## config.mk

```make
export PLATFORM = sky130hd
export DESIGN_NAME = program_loader
export DESIGN_NICKNAME = d
export VERILOG_FILES = /design/src/rtl/program_loader_pkg.sv /design/src/rtl/program_loader.sv
export SDC_FILE = /design/constraint.sdc
export NUM_CORES = 1
export LEC_CHECK = 0
export ABC_AREA = 1
export BUFFER_PORTS_ARGS = -buffer_cell sky130_fd_sc_hd__clkbuf_2
export CORE_UTILIZATION = 30
export CTS_BUF_LIST = sky130_fd_sc_hd__clkbuf_2 sky130_fd_sc_hd__clkbuf_4 sky130_fd_sc_hd__clkbuf_8
export DETAILED_ROUTE_END_ITERATION = 10
export SLEW_MARGIN = 20
export SYNTH_ARGS = -nofsm -noshare
export SYNTH_HDL_FRONTEND = slang
export SYNTH_SLANG_ARGS = --single-unit
```

## constraint.sdc

```tcl
create_clock -name clk -period 1.55 [get_ports clk]
set_input_delay 0.31 -clock clk [delete_from_list [all_inputs] [get_ports clk]]
set_output_delay 0.31 -clock clk [all_outputs]
set_load 0.005 [all_outputs]
```

## src/rtl/program_loader_pkg.sv

```systemverilog
// Shared definitions for the program loader: FSM encoding and default geometry.
package program_loader_pkg;

  localparam int unsigned LOADER_DEPTH  = 16;
  localparam int unsigned LOADER_ADDR_W = 4;

  typedef enum logic [1:0] {
    IDLE,
    ACCEPT,
    WRITE,
    FILL
  } state_t;

endpackage

```

## src/rtl/program_loader.sv

```systemverilog
// Program loader: streams host bytes into the CPU RAM, zero-fills the tail
// after an early in_last, and holds the CPU in reset until the image is complete.
module program_loader
  import program_loader_pkg::*;
#(
  parameter int unsigned DEPTH  = LOADER_DEPTH,
  parameter int unsigned ADDR_W = LOADER_ADDR_W
) (
  input  logic              clk,
  input  logic              rst,
  input  logic              start,
  input  logic              in_valid,
  input  logic [7:0]        in_data,
  input  logic              in_last,
  output logic              in_ready,
  output logic [ADDR_W-1:0] mem_addr,
  output logic [7:0]        mem_data,
  output logic              mem_we,
  output logic              cpu_hold,
  output logic              done,
  output logic              overrun
);

  localparam logic [ADDR_W-1:0] LAST_ADDR = ADDR_W'(DEPTH - 1);

  state_t            state;
  state_t            state_next;
  logic [ADDR_W-1:0] addr;
  logic              last_q;
  logic              at_last;

  // Completion is decided on the final address, so the counter never wraps.
  always_comb begin
    at_last = (addr == LAST_ADDR);
  end

  // State register.
  always_ff @(posedge clk) begin
    if (rst) begin
      state <= IDLE;
    end else begin
      state <= state_next;
    end
  end

  // Next-state decode and per-state strobes.
  always_comb begin
    state_next = state;
    in_ready   = 1'b0;
    mem_we     = 1'b0;
    cpu_hold   = 1'b0;
    case (state)
      IDLE: begin
        if (start) state_next = ACCEPT;
      end
      ACCEPT: begin
        cpu_hold = 1'b1;
        in_ready = 1'b1;
        if (in_valid) state_next = WRITE;
      end
      WRITE: begin
        cpu_hold = 1'b1;
        mem_we   = 1'b1;
        if (at_last)     state_next = IDLE;
        else if (last_q) state_next = FILL;
        else             state_next = ACCEPT;
      end
      FILL: begin
        cpu_hold = 1'b1;
        mem_we   = 1'b1;
        if (at_last) state_next = IDLE;
      end
      default: state_next = IDLE;
    endcase
  end

  // Address counter, registered RAM port, and done/overrun flags.
  // mem_data is cleared once each write pulse is issued so it reads 0x00
  // whenever mem_we is low; FILL then simply advances mem_addr.
  always_ff @(posedge clk) begin
    if (rst) begin
      addr     <= '0;
      last_q   <= 1'b0;
      mem_addr <= '0;
      mem_data <= '0;
      done     <= 1'b0;
      overrun  <= 1'b0;
    end else begin
      case (state)
        IDLE: begin
          if (start) begin
            addr    <= '0;
            done    <= 1'b0;
            overrun <= 1'b0;
          end else if (in_valid && done) begin
            overrun <= 1'b1;
          end
        end
        ACCEPT: begin
          if (in_valid) begin
            mem_addr <= addr;
            mem_data <= in_data;
            last_q   <= in_last;
          end
        end
        WRITE: begin
          mem_data <= '0;
          if (at_last) begin
            done <= 1'b1;
          end else begin
            addr <= addr + 1'b1;
            if (last_q) mem_addr <= addr + 1'b1;
          end
        end
        FILL: begin
          if (at_last) begin
            done <= 1'b1;
          end else begin
            addr     <= addr + 1'b1;
            mem_addr <= addr + 1'b1;
          end
        end
        default: ;
      endcase
    end
  end

endmodule

```

# After elaboration in Yosys (flattened, before gate mapping)
# Index checks and enable logic that the tools add are counted.
[word_totals]
regBits = 21
latchBits = 0
ramBits = 0
romBits = 0
in_bits = 13
word_cells = 58
n_memories = 0
[op_classes]
addsub = 1
n_mul = 0
div = 0
magnitude_cmp = 0
eq_ne = 12
shift = 0
n_mux = 23
bitwise_logic = 0
n_reduce_logical = 15
[ops]
columns = ["cell", "n"]
rows = [
  ["two-way mux 4 bit", 5],
  ["one-hot mux 8 bit (2 select lines)", 1],
  ["inequality test 2 bit, second input constant", 7],
  ["one-hot mux 4 bit (3 select lines)", 1],
  ["two-way mux 2 bit", 5],
  ["AND reduction 3 bit", 3],
  ["two-way mux 8 bit", 1],
  ["one-hot mux 2 bit (4 select lines)", 1],
  ["one-hot mux 4 bit (2 select lines)", 1],
  ["two-way mux 1 bit", 7],
  ["AND reduction 2 bit", 3],
  ["nonzero test 2 bit", 3],
  ["AND reduction 5 bit", 1],
  ["adder 4 x 1 -> 4 bit, second input constant", 1],
  ["equality test 2 bit, second input constant", 2],
  ["equality test 4 bit, second input constant", 1],
  ["nonzero test 3 bit", 1],
  ["OR reduction 3 bit", 1],
  ["equality test 2 x 1 -> 1 bit, second input constant", 1],
  ["zero test 2 bit", 1],
  ["inequality test 2 x 1 -> 1 bit, second input constant", 1],
  ["one-hot mux 1 bit (2 select lines)", 1],
  ["OR reduction 2 bit", 1],
  ["logical AND 1 bit", 1],
]

# Depth between registers and ports, before layout
[logic_depth]
word_depth = 4
ltp_mapped = 9
ltp_nobuf = 8

# Least setup slack after synthesis
# OpenSTA, ideal clock, no wires.
[synth_timing]
path_type = "reg-to-reg"
start = "register addr[1]"
end = "register addr[0]"
setup_ps = 116
arrival_ps = 1106
slack_ps = 329
stages_incl_launch_ff = 7
n_path_buf = 0
cell_sequence = "dfxtp_1 -> ha_1 -> nand2_1 -> o21ai_2 -> nand2_4 -> o21ai_0 -> nor2_1"
[synth_between]
elab_chain_cells = 3
[synth_rtl]
columns = ["element", "line_no", "rtl"]
rows = [
  ["start: declaration", "program_loader.sv:28", "logic [ADDR_W-1:0] addr;"],
  ["start signal: assignment", "program_loader.sv:111", "addr <= addr + 1'b1;"],
  ["start signal: assignment", "program_loader.sv:119", "addr <= addr + 1'b1;"],
  ["equality test 4 bit", "program_loader.sv:34", "at_last = (addr == LAST_ADDR);"],
  ["inequality test 2 bit (no line)", "--", ""],
  ["AND reduction 3 bit (no line)", "--", ""],
]
# No other way between the ends.
# A chain may end at the register's enable or synchronous reset.

# Final worst setup path
[layout_timing]
start = "register state[1]"
end = "output cpu_hold"
[layout_between]
elab_chain_cells = 3
elab_cells_between_ends = 5
[layout_rtl]
columns = ["element", "line_no", "rtl"]
rows = [
  ["start: declaration", "program_loader.sv:26", "state_t state;"],
  ["start signal: assignment", "program_loader.sv:42", "state <= state_next;"],
  ["equality test 2 bit / equality test 2 x 1 -> 1 bit (equally long branches)", "program_loader.sv:52", "case (state)"],
  ["OR reduction 3 bit (no line) (*)", "--", ""],
  ["two-way mux 1 bit (*)", "program_loader.sv:52", ""],
  ["end: declaration", "program_loader.sv:19", "output logic cpu_hold,"],
]
# Mark *: on every way between the ends. The rest lies on a longest branch, timed or not.

==> impl_metrics.csv <==
group,metric,value,unit
outcome,status,"complete, no violations",
route,ant_nets,0,
cts,cts_buffers,3,
timing,finalCriticalPeriod,1.45,ns
synth,synth_top_area_cell,"dfxtp_1",
pwr,power_density,964,nW/um^2
synth,synth_cells,130,
synth,synth_seq_cells,21,
synth,ys_warn_count,0,
finish,area_growth,20.9,%
placed_design,dp_hpwl,1.70,mm
timing,setup_tns,0,ns
cts,cts.sink_count,21,
die,start_util,0.322,
die,row_count,20,
finish,fill_cells,328,
global_route,grt_max_degree,14,
worst_setup_path,worst_setup_path_start_kind,"register",
cts,cts_tree,"done",
synth,netlist_top_cells_area,"dfxtp_1 42%, nand2_1 12%, a21oi_1 7.0%, nor2_1 5.6%, nand2_4 3.4%",
cts,clkSlewWorstSetupHoldPaths,0.14,ns
synth,syn_nets,145,
synth,synth_most_common_cell,"nand2_1",
placed_design,routabilityCongestion,0.693,
die,core_area,3130,sq um
worst_setup_path,cp_data_arrival_time,1.14,ns
cts,cts_buffer_depth,2,
synth,synth_area,1010,sq um
pwr,comb_power_share,0.227,
worst_setup_path,end_kind,"primary output",
route,via_count,914,
cts,clock-root-buffer,"clkbuf_4",
pwr,seq_power_share,0.525,
worst_setup_path,crit_fanout,11,
synth,yosys.area.top_type_share,0.417,
global_route,overflow,0,
worst_setup_path,critPathKind,"register to primary output",
timing,skew,0.00613,ns
global_route,grt_pass1_wl,3.65,mm
timing,slew_violations,0,
synth,yosysSeqAreaShare,0.417,
finish,multi_input_area,493,sq um
global_route,grt_pass1_vias,802,
pwr,power,1.17,mW
timing,worst_pin_slew,0.369,ns
job,drv_cap,0,
route,first_iter_violations,27,
route,post_drt_wl_per_cell,11.0,um
cts,postCtsHoldBufs,0,
pwr,leakagePower,0.572,nW
global_route,track_usage,0.139,
timing,setup_viol,0,
global_route,antenna_found_initial,0,
finish,drive_above_1_share,0.352,
route,vias_per_cell,4.50,
finish,regArea,420,sq um
pwr,p_clk_frac,0.248,
placed_design,io_buffer_count,29,
finish,antennaDiodeCount,0,
pwr,swShare,0.330,
cts,post_cts_buffers,0,
route,routed_wl,2.24,mm
finish,nets,175,
cts,clk_latency,0.32,ns
hold_path,hold_path_class,"input port to register",
die,die_w,59.9,um
route,drc,0,
synth,synth_area_per_cell,7.75,sq um
timing,clock.fmax,689,MHz
route,drtPass1Iterations,6,
timing,grt_setup_unrepaired,"false",
pwr,p_switching,0.388,mW
die,dieHeight,59.9,um
die,io_pins,30,
cts,ctsHtreeMaxLevel,1,
synth,synth_cell_types,29,
worst_setup_path,required,1.24,ns
die,die_area,3590,sq um
pwr,ir_drop,0.518,mV
pwr,internal_power,0.786,mW
synth,postSynth.asyncResetShare,0,
timing,finalCritPeriodShare,0.936,
synth,synth_common_cells,"32 x nand2_1, 21 x dfxtp_1, 15 x nor2_1",
timing,relSlewSlack,0.754,
timing,hold_violations,0,
synth,synth_edf_count,0,
synth,ys.flop_type,"dfxtp_1",
==> state kept, by name, summed over array words and instances (netlist names) <==
signal    count
addr          4
done          1
last_q        1
mem_addr      4
mem_data      8
overrun       1
state         2
==> critical path, cell delays in order, from the launching register on <==
cell	delay, ns
dfxtp_1	0.33
buf_4	0.23
inv_6	0.08
nand2_8	0.08
clkbuf_2	0.11
==> cell type report <==
type,instances,share of cell area
flip-flops and latches,21,0.345
well taps,44,0.0452
multi-input cells,89,0.405
inverters,15,0.0545
clock inverters,1,0.00617
repair buffers,30,0.125
clock buffers,3,0.0185
==> per-stage QoR <==
stage | utilization | area, sq um | cells | hold WS (ns) | setup WS, ns
6_report | 0.389 | 1220 | 203 | 0.202 | 0.0994
2_1_floorplan | - | 1010 | 130 | 0.448 | 0.329
4_1_cts | 0.388 | 1210 | 203 | 0.192 | 0.101
5_1_grt | 0.389 | 1220 | 203 | 0.182 | 0.0154
3_5_place_dp | 0.379 | 1180 | 199 | 0.456 | 0.158
3_3_place_gp | 0.379 | 1180 | 199 | 0.449 | 0.251
==> metal layers <==
metal,part of all wire,vias up,GRT usage
met5,0,-,0
met4,0.012,0,0.0465
met3,0.055,4,0.0498
met2,0.48,28,0.225
met1,0.45,406,0.169
li1,-,476,-
==> kinds of logic after synthesis <==
family	Yosys count	synth area share
AOI/OAI and AO/OA	23	0.129
xor gates and xnor gates	1	0.00870
adders and majority gates	2	0.0248
and+or+nand+nor	63	0.324
buffers and inverters	20	0.0957
DFF	21	0.417
==> layout by cell type, fill, tap and decap left out, drive strengths merged, types with 2 or more instances in the layout <==
cell	count
nor2	17
a21oi	15
clkinv	2
dfxtp	21
clkbuf	32
o21ai	6
inv	13
nand3	7
nand4	2
ha	2
nand2	37
==> power groups by stage <==
| stage | Sequential (mW) | Combinational [mW] | Clock [mW] |
|---|---|---|---|
| 5_1_grt | 0.623 | 0.301 | 0.322 |
| 2_1_floorplan | 0.618 | 0.197 | 0 |
| 3_5_place_dp | 0.627 | 0.268 | 0 |
| 3_3_place_gp | 0.623 | 0.261 | 0 |
| 4_1_cts | 0.615 | 0.268 | 0.293 |
| 6_report | 0.616 | 0.266 | 0.291 |
==> path summary, 6_finish.rpt <==
path / startpoint / to / slack [ns] / cells after the start
setup / recovery: state[1] / cpu_hold / 0.1 / 4
hold / removal: in_data[5] / mem_data[5] / 0.20 / 3
setup reg to reg: addr[0] / addr[1] / 0.14 / 6
hold reg to reg: mem_data[0] / mem_data[0] / 0.47 / 2
==> repair_timing <==
action,4_1_cts,5_1_grt
hold endpoints to repair,0,0
setup endpoints to repair,0,1
gates resized for setup,0,1
Note: power is estimated with default switching activity, not from simulation.
